**config.mk**
```make
export PLATFORM = sky130hd
export DESIGN_NAME = cordic_arbiter
export DESIGN_NICKNAME = d
export VERILOG_FILES = /design/src/rtl/cordic_arbiter.sv
export SDC_FILE = /design/constraint.sdc
export NUM_CORES = 1
export LEC_CHECK = 0
export ABC_AREA = 1
export BUFFER_PORTS_ARGS = -buffer_cell sky130_fd_sc_hd__clkbuf_2
export CORE_MARGIN = 1
export CORE_UTILIZATION = 50
export CTS_BUF_LIST = sky130_fd_sc_hd__clkbuf_4 sky130_fd_sc_hd__clkbuf_8
export DETAILED_ROUTE_END_ITERATION = 12
export GPL_TIMING_DRIVEN = 0
export PLACE_DENSITY = 0.71
export SETUP_SLACK_MARGIN = 0.5
export SKIP_LAST_GASP = 1
export SYNTH_ARGS = -nofsm -noshare
export SYNTH_HDL_FRONTEND = slang
export SYNTH_SLANG_ARGS = --single-unit
```
**constraint.sdc**
```tcl
create_clock -name clk -period 3.7 [get_ports clk]
set_input_delay 0.37 -clock clk [delete_from_list [all_inputs] [get_ports clk]]
set_output_delay 0.37 -clock clk [all_outputs]
set_load 0.01 [all_outputs]
```
**src/rtl/cordic_arbiter.sv**
```systemverilog
// Round-robin front end for a shared, non-stallable CORDIC pipeline.
// Credits reserve a result-FIFO slot for every issued job, so the return path never needs back-pressure.

module cordic_res_fifo #(
  parameter int W     = 8,
  parameter int DEPTH = 4
) (
  input  logic         clk,
  input  logic         rst,
  input  logic         push,
  input  logic [W-1:0] din,
  input  logic         pop,
  output logic [W-1:0] dout,
  output logic         valid,
  output logic         ovf
);
  localparam int AW = $clog2(DEPTH);

  logic [DEPTH-1:0][W-1:0] mem;
  logic [AW:0]             wr_ptr, rd_ptr;
  logic                    empty, full, do_pop, do_push;

  assign empty   = (wr_ptr == rd_ptr);
  assign full    = (wr_ptr[AW] != rd_ptr[AW]) && (wr_ptr[AW-1:0] == rd_ptr[AW-1:0]);
  assign do_pop  = pop & ~empty;
  // A pop in the same cycle frees the slot, so a push into a full FIFO still lands.
  assign do_push = push & (~full | do_pop);
  assign ovf     = push & full & ~do_pop;

  assign valid = ~empty;
  assign dout  = mem[rd_ptr[AW-1:0]];

  always_ff @(posedge clk or negedge rst) begin
    if (!rst) begin
      mem    <= '0;
      wr_ptr <= '0;
      rd_ptr <= '0;
    end else begin
      if (do_push) begin
        mem[wr_ptr[AW-1:0]] <= din;
        wr_ptr              <= wr_ptr + 1'b1;
      end
      if (do_pop) rd_ptr <= rd_ptr + 1'b1;
    end
  end
endmodule

module cordic_arbiter #(
  parameter int UNSIGNED_INPUT_WIDTH  = 16,
  parameter int UNSIGNED_OUTPUT_WIDTH = 16,
  parameter int SECTOR_FLAG_WIDTH     = 2,
  parameter int PIPE_LATENCY          = 8,
  parameter int RES_DEPTH             = 4
) (
  input  logic                             clk,
  input  logic                             rst,
  input  logic                             a_valid,
  output logic                             a_ready,
  input  logic [UNSIGNED_INPUT_WIDTH-1:0]  a_degree,
  input  logic [UNSIGNED_INPUT_WIDTH-1:0]  a_x,
  input  logic [UNSIGNED_INPUT_WIDTH-1:0]  a_y,
  input  logic [SECTOR_FLAG_WIDTH-1:0]     a_sector,
  input  logic                             b_valid,
  output logic                             b_ready,
  input  logic [UNSIGNED_INPUT_WIDTH-1:0]  b_x,
  input  logic [UNSIGNED_INPUT_WIDTH-1:0]  b_y,
  input  logic [SECTOR_FLAG_WIDTH-1:0]     b_sector,
  output logic [UNSIGNED_INPUT_WIDTH-1:0]  pipe_degree_in,
  output logic [UNSIGNED_INPUT_WIDTH-1:0]  pipe_x_in,
  output logic [UNSIGNED_INPUT_WIDTH-1:0]  pipe_y_in,
  output logic [SECTOR_FLAG_WIDTH-1:0]     pipe_sector_in,
  output logic                             pipe_arctan_en_in,
  output logic                             pipe_valid_in,
  input  logic [UNSIGNED_OUTPUT_WIDTH-1:0] pipe_degree_out,
  input  logic [UNSIGNED_OUTPUT_WIDTH-1:0] pipe_x_out,
  input  logic [UNSIGNED_OUTPUT_WIDTH-1:0] pipe_y_out,
  input  logic [SECTOR_FLAG_WIDTH-1:0]     pipe_sector_out,
  input  logic                             pipe_arctan_en_out,
  input  logic                             pipe_valid_out,
  output logic                             a_res_valid,
  input  logic                             a_res_ready,
  output logic [UNSIGNED_OUTPUT_WIDTH-1:0] a_res_x,
  output logic [UNSIGNED_OUTPUT_WIDTH-1:0] a_res_y,
  output logic [SECTOR_FLAG_WIDTH-1:0]     a_res_sector,
  output logic                             b_res_valid,
  input  logic                             b_res_ready,
  output logic [UNSIGNED_OUTPUT_WIDTH-1:0] b_res_degree,
  output logic [SECTOR_FLAG_WIDTH-1:0]     b_res_sector,
  output logic                             err
);
  localparam int OW = UNSIGNED_OUTPUT_WIDTH;
  localparam int SW = SECTOR_FLAG_WIDTH;
  localparam int CW = $clog2(RES_DEPTH) + 1;
  localparam logic [CW-1:0] CRED_MAX = CW'(RES_DEPTH);
  localparam logic LAST_A = 1'b0;
  localparam logic LAST_B = 1'b1;

  typedef struct packed {
    logic [OW-1:0] x;
    logic [OW-1:0] y;
    logic [SW-1:0] sector;
  } a_res_t;

  typedef struct packed {
    logic [OW-1:0] degree;
    logic [SW-1:0] sector;
  } b_res_t;

  logic [CW-1:0] cred_a, cred_b;
  logic          last;
  logic          pop_a, pop_b, elig_a, elig_b, acc_a, acc_b;
  logic          push_a, push_b, ovf_a, ovf_b;
  a_res_t        a_din, a_dout;
  b_res_t        b_din, b_dout;

  assign pop_a = a_res_valid & a_res_ready;
  assign pop_b = b_res_valid & b_res_ready;

  // A pop this cycle releases a slot, so a requester at its credit limit may reuse it immediately.
  assign elig_a = a_valid & ((cred_a < CRED_MAX) | pop_a);
  assign elig_b = b_valid & ((cred_b < CRED_MAX) | pop_b);

  assign a_ready = elig_a & (~elig_b | (last == LAST_B));
  assign b_ready = elig_b & (~elig_a | (last == LAST_A));
  assign acc_a   = a_ready;
  assign acc_b   = b_ready;

  always_ff @(posedge clk or negedge rst) begin
    if (!rst) begin
      last   <= LAST_B;
      cred_a <= '0;
      cred_b <= '0;
    end else begin
      if (acc_a)      last <= LAST_A;
      else if (acc_b) last <= LAST_B;
      case ({acc_a, pop_a})
        2'b10:   cred_a <= cred_a + 1'b1;
        2'b01:   cred_a <= cred_a - 1'b1;
        default: cred_a <= cred_a;
      endcase
      case ({acc_b, pop_b})
        2'b10:   cred_b <= cred_b + 1'b1;
        2'b01:   cred_b <= cred_b - 1'b1;
        default: cred_b <= cred_b;
      endcase
    end
  end

  always_ff @(posedge clk or negedge rst) begin
    if (!rst) begin
      pipe_valid_in     <= 1'b0;
      pipe_degree_in    <= '0;
      pipe_x_in         <= '0;
      pipe_y_in         <= '0;
      pipe_sector_in    <= '0;
      pipe_arctan_en_in <= 1'b0;
    end else begin
      pipe_valid_in <= acc_a | acc_b;
      if (acc_a) begin
        pipe_degree_in    <= a_degree;
        pipe_x_in         <= a_x;
        pipe_y_in         <= a_y;
        pipe_sector_in    <= a_sector;
        pipe_arctan_en_in <= 1'b0;
      end else if (acc_b) begin
        pipe_degree_in    <= '0;
        pipe_x_in         <= b_x;
        pipe_y_in         <= b_y;
        pipe_sector_in    <= b_sector;
        pipe_arctan_en_in <= 1'b1;
      end
    end
  end

  assign push_a = pipe_valid_out & ~pipe_arctan_en_out;
  assign push_b = pipe_valid_out &  pipe_arctan_en_out;
  assign a_din  = '{x: pipe_x_out, y: pipe_y_out, sector: pipe_sector_out};
  assign b_din  = '{degree: pipe_degree_out, sector: pipe_sector_out};

  cordic_res_fifo #(.W($bits(a_res_t)), .DEPTH(RES_DEPTH)) u_fifo_a (
    .clk(clk), .rst(rst), .push(push_a), .din(a_din), .pop(a_res_ready),
    .dout(a_dout), .valid(a_res_valid), .ovf(ovf_a)
  );

  cordic_res_fifo #(.W($bits(b_res_t)), .DEPTH(RES_DEPTH)) u_fifo_b (
    .clk(clk), .rst(rst), .push(push_b), .din(b_din), .pop(b_res_ready),
    .dout(b_dout), .valid(b_res_valid), .ovf(ovf_b)
  );

  assign a_res_x      = a_dout.x;
  assign a_res_y      = a_dout.y;
  assign a_res_sector = a_dout.sector;
  assign b_res_degree = b_dout.degree;
  assign b_res_sector = b_dout.sector;

  always_ff @(posedge clk or negedge rst) begin
    if (!rst)                err <= 1'b0;
    else if (ovf_a | ovf_b)  err <= 1'b1;
  end
endmodule
```
; Word level (Yosys, flattened, before mapping)
; Cells that the tools add are included.
[word_totals]
ff_bits = 280
input_bits = 142
output_inout_bits = 109
wordCells = 109
[op_classes]
add_sub_neg = 8
order_cmp = 8
n_eq_ne = 10
n_mux = 22
bitwise_logic = 32
reduce_logical = 7
[op_table]
columns = operator, n
row1 = $bwmux 136, 1
row2 = $mux 16, 6
row3 = $bwmux 72, 1
row4 = $bmux 34 s2, 1
row5 = $demux 34 s2, 1
row6 = $mux 34, 2
row7 = $bmux 18 s2, 1
row8 = $demux 18 s2, 1
row9 = $mux 18, 2
row10 = $add 3x1->3 const B, 6
row11 = $and 1x1->1, 14
row12 = $lt 2x3->1 const B, 4
row13 = $pmux 3 s2, 2
row14 = $not 1->1, 10
row15 = $or 1x1->1, 8
row16 = $eq 3x3->1, 2
row17 = $lt 3x3->1 const B, 2
row18 = $reduce_bool 2->1, 3
row19 = $sub 3x1->3 const B, 2
row20 = $eq 2x1->1 const B, 2
row21 = $eq 2x2->1, 2
row22 = $eq 2x2->1 const B, 2
row23 = $ge 2x1->1 const B, 2
row24 = $logic_and 1x1->1, 4
row25 = 3 further kinds, 6

; Longest topological paths before layout
; Gate-level depths: netlist of the first run.
[depth]
depth_word = 10
ltp_mapped = 15
mapped_depth_nobuf = 15

; Modules after synthesis
; From an unflattened synthesis of the first run, not the netlist that was laid out.
[hier_totals]
hier_cells = 1736
hier_area_um2 = 13952.1
[modules_own_cells]
columns = module, instances, cells_each, area_per_inst_um2, seq_area_each_um2
row1 = cordic_res_fifo at u_fifo_a, 1, 851, 6976.7, 3553.4
row2 = cordic_res_fifo at u_fifo_b, 1, 474, 3915.0, 1951.9
row3 = cordic_arbiter, 1, 411, 3060.4, 1502.7

; Worst setup path after synthesis of the first run
; Ideal clock, no wire load.
[synth_path]
path_type = register to register
startpoint = reg u_fifo_b.rd_ptr[1]
endpoint = reg cred_a[2]
setup_time_ps = 125
arrival_ps = 2341
required_ps = 3575
setup_slack_ps = 1234
stages_incl_launch_ff = 16
n_path_buf = 2
synth_period_minus_slack_ps = 2466
cell_sequence = dfrtp_1 -> buf_2 -> nand2_1 -> nand2_1 -> nand3_1 -> nand2_1 -> nand2_1 -> nand3_2 -> nand2_4 -> buf_4 -> ha_1 -> inv_1 -> fa_1 -> a21oi_1 -> o21ai_0 -> xnor2_1
[synth_via]
elab_chain_cells = 10
elab_cells_between_ends = 12
cone_classes = eq/ne (3) / mux (1) / bitwise (7) / reduce/logical (1)
[synth_lines]
columns = element, line_no
row1 = start: declaration, 20  ; logic [AW:0] wr_ptr, rd_ptr;
row2 = start signal: assignment, 43  ; if (do_pop) rd_ptr <= rd_ptr + 1'b1;
row3 = $eq 3x3->1 *, 23  ; assign empty = (wr_ptr == rd_ptr);
row4 = $not 1->1 *, 30  ; assign valid = ~empty;
row5 = named net b_res_valid, 85  ; output logic b_res_valid,
row6 = $and 1x1->1 *, 117  ; assign pop_b = b_res_valid & b_res_ready;
row7 = $or 1x1->1 *, 121  ; assign elig_b = b_valid & ((cred_b < CRED_MAX) | pop_b);
row8 = $and 1x1->1 *, 121
row9 = $not 1->1 *, 123  ; assign a_ready = elig_a & (~elig_b | (last == LAST_B));
row10 = $or 1x1->1 *, 123
row11 = $and 1x1->1 *, 123
row12 = $eq 2x1->1 / $eq 2x2->1 (equally long branches), 136  ; case ({acc_a, pop_a})
row13 = $pmux 3 s2 / $reduce_bool 2->1 (equally long branches), -
row14 = end signal: assignment, 137  ; 2'b10: cred_a <= cred_a + 1'b1;
row15 = end signal: assignment, 138  ; 2'b01: cred_a <= cred_a - 1'b1;
row16 = end signal: assignment, 139  ; default: cred_a <= cred_a;
row17 = end: declaration, 109  ; logic [CW-1:0] cred_a, cred_b;
; The timed path passes the listed nets; every way through them passes the cells marked *.
; A chain may end at the register's enable or synchronous reset.

; Worst setup path after layout of the first run
[layout_path]
startpoint = reg u_fifo_a.rd_ptr[0]
endpoint = out a_res_x[4]
[layout_via]
elab_chain_cells = 2
[layout_lines]
columns = element, line_no
row1 = start: declaration, 20
row2 = start signal: assignment, 43
row3 = $bmux 34 s2, 31  ; assign dout = mem[rd_ptr[AW-1:0]];
row4 = $mux 34 (not written as such), 31
row5 = end: declaration, 82  ; output logic [UNSIGNED_OUTPUT_WIDTH-1:0] a_res_x,
; Every way passes these cells. The select of a mux whose other input is x is not followed.

==> results.md, run 1 <==
Run status:
- The flow ran to the end, and the final reports show no timing, DRC or antenna violations.

Synth:
- During synthesis, Yosys emitted a total of 0 warnings.
- The netlist area before placement is 0.01296 sq mm.
- Counting every instance in the synthesized netlist gives 1583.
- In this run the mean area of a mapped cell was 8.187 sq um.
- The sequential-to-total area share from yosys stat is 54.07%.
- Yosys mapped the design onto 30 distinct sky130hd cell types.
- The synthesized design contains 280 register bits.
- Synthesis produced a netlist with a net count of 1739.

Clock tree:
- The clock tree synthesis step divided the H-tree into 2 levels.
- The number of post-CTS setup repair buffers is 0.
- The clock latency at the later pin of the worst-skew pair is 570 ps.
- The count of clock tree sinks is 280.
- The maximum clock insertion buffer count is 3.
- After clock tree synthesis, the clock-pin slew on the worst setup and hold paths is 60 ps.
- The clock tree from TritonCTS is built.
- In this run the clock root is driven by a sky130_fd_sc_hd__clkbuf_8.
- The number of clock buffers inserted by TritonCTS is 48.

Critical path:
- Data arrives at the worst endpoint at 2640 ps.
- The worst reg2reg path endpoint is cred_a[2].
- The critical path is of the reg2out type.
- The depth of the worst register-to-register path is 15.
- The sort of element at the end of the critical path is a primary output.
- The worst setup path endpoint is a_res_x[4].
- The startpoint class of the critical path is a flop.
- The worst setup path startpoint is u_fifo_a.rd_ptr[0].
- The maximum fanout count along the critical path is 10.
- The setup slack on the worst flop-to-flop path is 910 ps.
- The launch instance of the worst register-to-register path is u_fifo_b.rd_ptr[1].
- For the worst setup path, the data required time is 3330 ps.

GRT:
- The pin count of the biggest net entering global routing is 108.
- Global routing used 30.04% of the available tracks.
- The wire length of the first global-routing pass is 62.57 mm.
- The number of antenna violations at the first check in global routing is 0.
- After global routing the overflow that remains totals 0.
- The number of global-route vias before repair is 12000.

Floorplan:
- The area of the core region is 0.02533 sq mm.
- The number of primary I/O pins is 251.
- The starting density of the core is 51.17%.
- The die extent in x is 163.0 um.
- The die extent in y is 163.0 um.
- In this run the core area contains 58 standard-cell rows.
- The die area is 0.02657 sq mm.

Timing:
- In the finished design, the share of the clock period the worst path needs comes to 81.46%.
- The clock period minus worst slack is 3014 ps.
- Across all hold checks on the routed design, the worst slack comes to 23.66 ps.
- The final setup skew is 28.73 ps.
- Setup repair after global routing left no endpoint under its margin.
- The actual transition at the worst max-transition pin is 719.1 ps.
- The top achievable clock speed is 331.8 MHz.
- The number of hold violations in the final report came to 0.
- The final-report setup violation count is 0.
- The headroom to the max-slew limit is 52.06%.
- The count of pins over their slew limit came to 0.

Routing:
- The number of nets with antenna violations after routing is 0.
- The number of detailed-routing iterations run before antenna repair is 5.
- In the routed design, unresolved DRC markers number 0.
- The total wire length after detailed routing is 39.13 mm.
- The number of DRC markers after the initial detailed-route iteration is 1189.
- In the final routed layout, each cell accounts on average for 17.31 um.
- Dividing the detail-routed via count by the number of cells gives 5.459.
- The vias after detailed routing is 12340.

Cells and area:
- The growth of design area from synthesis to finish is 22.20%.
- Of the cells placed in the final design, the portion with a size suffix greater than 1 is 21.14%.
- The filler cell count in the final layout is 2263.
- The diode insertion count for antenna repair is 0.
- The final layout contains 2048 nets.

Power and ir drop:
- The portion of total power attributed to sequential cells is 36.0%.
- The switching power is 0.006063 W.
- The worst supply voltage drop on vdd is 0.4402 mV.
- In this run, the combinational gates consume 43.0% of the power.
- The design draws 0.01437 W.
- The switching part of the total power is 42.18%.
- The cell leakage power is 8.089 nW.
- The clock group share of total power is 21.1%.
- Internal power comes to 0.008311 W.
- Power spread over the standard cell area amounts to 907.7 mW/mm^2.

Placement:
- The count of buffers inserted at the top-level ports is 248.
- Detailed placement finished with a half-perimeter wire length of 26.67 mm.
- The global placer's final weighted congestion is 0.8582.

Worst hold path:
- The path class of the tightest hold or removal check is in2reg.
- The hold-critical path depth is 3.

Job:
- The max capacitance violation total is 0.
[power groups by stage]
stage / sequential (W) / clock (W) / combinational (W)
final: 0.00517 / 0.00303 / 0.00617
after global routing: 0.00533 / 0.00321 / 0.00690
after global placement: 0.00515 / 0 / 0.00596
after detailed placement: 0.00520 / 0 / 0.00611
after floorplan: 0.00515 / 0 / 0.00369
after CTS: 0.00515 / 0.00308 / 0.00614
[sequential cells by signal (all words and copies together), names as in the netlist, 2 cells and up]
register and cells:
u_fifo_b.mem 72, cred_b 3, u_fifo_b.wr_ptr 3, u_fifo_b.rd_ptr 3, pipe_degree_in 16, pipe_y_in 16, u_fifo_a.rd_ptr 3, u_fifo_a.mem 136
u_fifo_a.wr_ptr 3, pipe_x_in 16, cred_a 3, pipe_sector_in 2
[Yosys cell counts]
library cell | count | area share, %
sky130_fd_sc_hd__clkbuf_2 | 5 | 0.19
sky130_fd_sc_hd__buf_2 | 28 | 1.1
sky130_fd_sc_hd__inv_1 | 27 | 0.78
sky130_fd_sc_hd__nand3_2 | 4 | 0.31
sky130_fd_sc_hd__nor2_2 | 8 | 0.39
sky130_fd_sc_hd__xor2_1 | 8 | 0.54
sky130_fd_sc_hd__nand2_4 | 1 | 0.087
sky130_fd_sc_hd__inv_4 | 2 | 0.097
sky130_fd_sc_hd__xnor2_1 | 5 | 0.34
sky130_fd_sc_hd__buf_6 | 1 | 0.087
sky130_fd_sc_hd__nand2_2 | 2 | 0.097
sky130_fd_sc_hd__a21oi_1 | 4 | 0.15
sky130_fd_sc_hd__xnor2_2 | 1 | 0.13
sky130_fd_sc_hd__dfrtp_1 | 279 | 54
sky130_fd_sc_hd__clkbuf_1 | 56 | 1.6
sky130_fd_sc_hd__o22ai_1 | 52 | 2.5
sky130_fd_sc_hd__ha_1 | 12 | 1.2
sky130_fd_sc_hd__o21ai_1 | 23 | 0.89
sky130_fd_sc_hd__o21ai_0 | 296 | 11
sky130_fd_sc_hd__buf_4 | 13 | 0.75
sky130_fd_sc_hd__clkinv_1 | 5 | 0.14
sky130_fd_sc_hd__fa_1 | 2 | 0.31
sky130_fd_sc_hd__dfstp_2 | 1 | 0.20
sky130_fd_sc_hd__a21boi_4 | 1 | 0.14
sky130_fd_sc_hd__buf_1 | 5 | 0.14
sky130_fd_sc_hd__nand3_1 | 105 | 4.1
sky130_fd_sc_hd__nand2_1 | 527 | 15
sky130_fd_sc_hd__nor2_1 | 108 | 3.1
sky130_fd_sc_hd__inv_2 | 1 | 0.029
sky130_fd_sc_hd__o221ai_1 | 1 | 0.068
[worst min-delay path by stage]
stage / from / slack [ps] / to
global route: a_degree[4] / 10 / pipe_degree_in[4]
floorplan: rst / 70 / cred_a[0]
global placement: u_fifo_a.mem[49] / 460 / u_fifo_a.mem[49]
CTS: a_degree[1] / 1 / pipe_degree_in[1]
finish: a_degree[1] / 20 / pipe_degree_in[1]
detailed placement: rst / 470 / pipe_degree_in[5]
[per-stage QoR]
stage                     utilization (%)  cell area (sq um)  cells  setup TNS, ps  setup slack, ps
after global placement              57.70              14610   2161       -1035780            -3733
final                               62.53              15840   2260              0            686.1
after detailed placement            57.95              14680   2163              0            909.0
after global routing                62.53              15840   2260              0            500.7
after floorplan                         -              12960   1583              0             1234
after CTS                           62.52              15830   2260              0            592.9
[placed cells by master (no fill, tap or decap)]
| master | n |
|---|---|
| sky130_fd_sc_hd__clkbuf_2 | 254 |
| sky130_fd_sc_hd__dfstp_2 | 1 |
| sky130_fd_sc_hd__ha_1 | 12 |
| sky130_fd_sc_hd__buf_4 | 13 |
| sky130_fd_sc_hd__buf_2 | 28 |
| sky130_fd_sc_hd__dfrtp_1 | 279 |
| sky130_fd_sc_hd__nand2_1 | 527 |
| sky130_fd_sc_hd__xnor2_1 | 5 |
| sky130_fd_sc_hd__inv_6 | 1 |
| sky130_fd_sc_hd__xor2_1 | 8 |
| sky130_fd_sc_hd__clkbuf_8 | 66 |
| sky130_fd_sc_hd__nor2_2 | 8 |
| sky130_fd_sc_hd__o22ai_1 | 52 |
| sky130_fd_sc_hd__bufinv_16 | 1 |
| sky130_fd_sc_hd__inv_1 | 27 |
| sky130_fd_sc_hd__inv_2 | 1 |
| sky130_fd_sc_hd__xnor2_2 | 1 |
| sky130_fd_sc_hd__nor2_1 | 108 |
| sky130_fd_sc_hd__inv_4 | 2 |
| sky130_fd_sc_hd__nand3_1 | 105 |
| sky130_fd_sc_hd__a21boi_4 | 1 |
| sky130_fd_sc_hd__clkbuf_1 | 54 |
| sky130_fd_sc_hd__o21ai_1 | 23 |
| sky130_fd_sc_hd__o21ai_0 | 296 |
| sky130_fd_sc_hd__a21oi_1 | 4 |
| sky130_fd_sc_hd__clkinv_2 | 10 |
| sky130_fd_sc_hd__buf_6 | 1 |
| sky130_fd_sc_hd__nand3_2 | 4 |
| sky130_fd_sc_hd__o221ai_1 | 1 |
| sky130_fd_sc_hd__nand2_4 | 1 |
| sky130_fd_sc_hd__buf_1 | 5 |
| sky130_fd_sc_hd__buf_16 | 2 |
| sky130_fd_sc_hd__clkinv_1 | 5 |
| sky130_fd_sc_hd__fa_1 | 2 |
| sky130_fd_sc_hd__clkbuf_4 | 11 |
| sky130_fd_sc_hd__nand2_2 | 2 |
| sky130_fd_sc_hd__dlygate4sd3_1 | 9 |
[layer usage]
metal,track usage (%),vias to the layer above,wire length (um)
met4,10.45,0,982
met5,0,-,0
met3,5.373,80,3271
met2,48.14,546,18000
li1,-,5843,-
met1,41.08,5869,16870
[kinds of logic after synthesis]
| logic type | Yosys count | synth area share (%) |
|---|---|---|
| adder cells (fa/ha/maj) | 14 | 1.467 |
| AND/OR/NAND/NOR | 755 | 23.32 |
| XOR/XNOR | 14 | 1.004 |
| buffers and inverters | 143 | 4.933 |
| flip-flops | 280 | 54.07 |
| AO/OA/AOI/OAI | 377 | 15.20 |
[critical path, stage by stage (launching register included)]
cell                       delay, ps
sky130_fd_sc_hd__dfrtp_1         390
sky130_fd_sc_hd__buf_2           200
sky130_fd_sc_hd__inv_1           200
sky130_fd_sc_hd__clkbuf_1        440
sky130_fd_sc_hd__clkbuf_2        370
sky130_fd_sc_hd__nor2_1           70
sky130_fd_sc_hd__o22ai_1         240
sky130_fd_sc_hd__clkbuf_2        180
[repair_timing]
action	in CTS	in global routing
endpoints found under the hold margin	94	0
gates resized for setup	0	4
hold buffers	9	0
setup endpoints to repair	0	11
[layout make-up]
class	instances	area (sq um)	share of cell area [%]
Timing Repair Buffer	259	1395	8.809
Clock inverter	12	88.84	0.5610
Tap cell	330	412.9	2.607
Sequential cell	280	7008	44.25
Buffer	108	505.5	3.192
Multi-Input combinational cell	1160	5313	33.55
Clock buffer	76	977.2	6.171
Inverter	35	136.4	0.8612
Note: power is estimated with default switching activity, not from simulation.
==> inputs of run 2 (changes only) <==
clock period = 3 ns   (was 3.7 ns; I/O delays follow)
==> results.md, run 2 (synthesis results as in run 1) <==
Run status:
- The flow ran to the end, and the final reports show no timing, DRC or antenna violations.

Timing:
- The number of hold violations in the final report was 0.
- For the finished layout, the period the worst path requires is 2444 ps.
- The headroom to the max-slew limit is 52.20%.
- The count of pins over their slew limit is 0.
- The actual transition at the worst max-transition pin is 717.1 ps.
- For the final database, setup skew stands at 27.61 ps.
- The top achievable clock speed is 409.1 MHz.
- The post-route fraction of the period consumed by the critical path is 81.48%.
- Setup repair after global routing could not meet its margin everywhere.
- Setup violations remaining at the end of the flow were counted as 0.
- The minimum setup slack in the final design is 555.5 ps.

GRT:
- The leftover overflow at the end of global routing is 0.
- The combined global-route utilization of all metal layers is 31.25%.
- The wire length of the first global-routing pass is 65.27 mm.
- Entering global routing, the biggest net connects 108 pins.
- The number of antenna violations at the first check in global routing is 0.
- The number of global-route vias before repair is 12700.

Critical path:
- In this run the worst setup path begins at u_fifo_a.rd_ptr[0].
- The required time at the worst-slack endpoint is 2700 ps.
- Traced cell by cell, the critical path runs through buf_6, inv_2, clkbuf_4, buf_4, nor2_1, o22ai_1, clkbuf_2.
- The slowest stage of the critical path belongs to the cell sky130_fd_sc_hd__dfrtp_1.
- The cell class contributing the biggest share of worst-path delay is buffers and inverters.
- The number of buffers and inverters on the critical path is 5.
- The worst setup path is captured at a primary output.
- The startpoint class of the critical path is a flop.
- Following the worst setup path forward leads to its endpoint at a_res_x[4].
- The launch instance of the worst register-to-register path is u_fifo_a.rd_ptr[0].
- The critical path class is reg2out.
- The critical path runs through a total of 7 cells.
- The worst reg2reg path endpoint is pipe_x_in[11].
- At the worst endpoint, the arrival time is 2140 ps.
- The depth of the worst register-to-register path is 11.
- Along the worst path, the maximum fanout reaches 10.
- Across all register-to-register paths, the minimum setup slack is 580 ps.
- The largest single stage delay on the critical path is 410 ps.

Routing:
- The total wire length after detailed routing is 41.01 mm.
- In the final routed layout, each cell accounts on average for 17.26 um.
- For this run, the detailed router's first-pass iteration total came to 6.
- The count of nets left with antenna violations once routing finished came out at 0.
- The ratio of routed vias to standard cells is 5.418.
- After the first detailed-routing iteration, the DRC count stood at 1126.
- The vias after detailed routing is 12870.
- For this run, design rule violations remaining after detail routing come to 0.

Floorplan:
- The starting density of the core is 51.17%.
- The die extent in y is 163.0 um.
- The number of primary I/O pins is 251.
- The total area inside the core boundary comes to 0.02533 sq mm.
- From left edge to right edge, the die measures 163.0 um.
- The die area is 0.02657 sq mm.
- Row generation in the floorplan step produced 58 rows.

Cells and area:
- The largest register by flop count is u_fifo_a.mem.
- In the final layout, the registers with the most flip-flops are u_fifo_a.mem x136, u_fifo_b.mem x72.
- The flip-flop count of the largest register, all copies and words added is 136.
- Relative to the synthesized area, the layout overhead comes to 32.39%.
- The library cell used most frequently in the layout, excluding fill and tap cells, is sky130_fd_sc_hd__nand2_1.
- The share of layout cells above drive strength 1 is 22.83%.
- The diode insertion count for antenna repair is 0.
- Once layout is done, the placed cells without fillers occupy 0.01716 sq mm.
- The top cell types in the final layout, fill and taps aside, are sky130_fd_sc_hd__nand2_1, sky130_fd_sc_hd__o21ai_0, sky130_fd_sc_hd__dfrtp_1.
- The final net count is 2164.

Placement:
- The global placer's final weighted congestion is 0.8582.
- The placed instance area is 0.01468 sq mm.
- Timing analysis after detailed placement gives a worst setup slack of 209.0 ps.
- The detailed placement HPWL is 26.67 mm.
- During placement, the flow inserted port buffers numbering 248.

Clock tree:
- The maximum clock insertion buffer count is 3.
- The CTS H-tree depth is 2.
- The clock edge transition at the registers on the reported setup and hold paths is 60 ps.
- The clock latency at the later pin of the worst-skew pair is 560 ps.
- In this run the clock root is driven by a sky130_fd_sc_hd__clkbuf_8.
- The number of clock buffers inserted by TritonCTS is 48.
- TritonCTS built the clock tree.
- CTS saw 280 sinks.

Power and ir drop:
- The switching part of the total power is 41.73%.
- The internal portion of total power is 0.01073 W.
- The switching power is 0.007689 W.
- The power density of the placed cells is 1074 mW/mm^2.
- VDD sags by at most 0.5497 mV.
- The portion of total power attributed to combinational logic is 45.0%.
- Summed over all cells, the static leakage comes to 8.698 nW.
- The portion of total power attributed to sequential cells is 34.7%.
- The clock group share of total power is 20.3%.

Job:
- The tool flagged a number of max-cap violations equal to 0.

Worst hold path:
- The path class of the tightest hold or removal check is in2reg.
run 2: changes by cell type in the layout (fill, tap and decap cells not counted), moves of 7 or more:
cell / previous run / this run
sky130_fd_sc_hd__dlygate4sd3_1: 9 / 111
sky130_fd_sc_hd__clkbuf_2: 254 / 268
sky130_fd_sc_hd__nand2_1: 527 / 520
sky130_fd_sc_hd__clkbuf_4: 11 / 18
sky130_fd_sc_hd__buf_4: 13 / 26
sky130_fd_sc_hd__clkbuf_1: 54 / 31
run 2: metal layers:
| metal | track usage, % | wire length [um] | part of all wire (%) | vias to the layer above |
|---|---|---|---|---|
| met5 | 0 | 0 | 0 | - |
| li1 | - | - | - | 6075 |
| met4 | 11.51 | 1090 | 2.7 | 0 |
| met3 | 5.882 | 3445 | 8.4 | 92 |
| met1 | 41.89 | 17300 | 42 | 6106 |
| met2 | 50.54 | 19170 | 47 | 600 |
run 2: worst min-delay path by stage:
stage	startpoint	to	slack, ps	cells past startpoint
6_report	a_y[9]	pipe_y_in[9]	8	3
5_1_grt	a_y[2]	pipe_y_in[2]	6	3
4_1_cts	a_y[2]	pipe_y_in[2]	2	3
3_5_place_dp	rst	pipe_degree_in[5]	400	1
3_3_place_gp	u_fifo_a.mem[49]	u_fifo_a.mem[49]	460	2
2_1_floorplan	rst	cred_a[0]	4	0
run 2: worst register-to-register path, stage by stage (launching register included):
cell	delay, ps
sky130_fd_sc_hd__dfrtp_1	410
sky130_fd_sc_hd__buf_6	160
sky130_fd_sc_hd__xnor2_2	230
sky130_fd_sc_hd__nand3_4	120
sky130_fd_sc_hd__nand2_4	120
sky130_fd_sc_hd__a21boi_4	80
sky130_fd_sc_hd__buf_4	140
sky130_fd_sc_hd__buf_4	120
sky130_fd_sc_hd__buf_2	170
sky130_fd_sc_hd__nand3_1	100
sky130_fd_sc_hd__nand3_1	80
sky130_fd_sc_hd__dlygate4sd3_1	570
run 2: what timing repair did:
action | CTS | global route
pin swaps | 3 | 7
endpoints found under the hold margin | 297 | 0
endpoints found under the setup margin | 58 | 66
hold buffers | 115 | 0
resized for setup | 41 | 50
setup buffers | 7 | 7
run 2: power by group through the flow:
stage	clock [W]	sequential, W	combinational, W
global route	0.00397	0.00659	0.00920
floorplan	0	0.00636	0.00455
global placement	0	0.00635	0.00735
CTS	0.00380	0.00636	0.00803
detailed placement	0	0.00641	0.00754
finish	0.00374	0.00639	0.00829
run 2: layout make-up:
type                            count  area, sq um
Clock inverter                     12        88.84
Sequential cell                   280         7008
Clock buffer                       76        977.2
Buffer                            108        588.1
Timing Repair Buffer              375         2531
Multi-Input combinational cell   1160         5409
Fill cell                        2090         8169
Inverter                           35        142.6
Tap cell                          330        412.9
run 2: through the flow:
stage / std cells / total power [W] / util (%) / TNS, ps / hold slack (ps)
2_1_floorplan: 1583 / 0.01091 / - / 0 / 4.409
3_5_place_dp: 2163 / 0.01394 / 57.95 / 0 / 404.7
3_3_place_gp: 2161 / 0.01370 / 57.70 / -1212180 / 457.9
4_1_cts: 2373 / 0.01819 / 67.25 / 0 / 1.587
6_report: 2376 / 0.01842 / 67.75 / 0 / 8.308
5_1_grt: 2376 / 0.01976 / 67.75 / 0 / 5.738
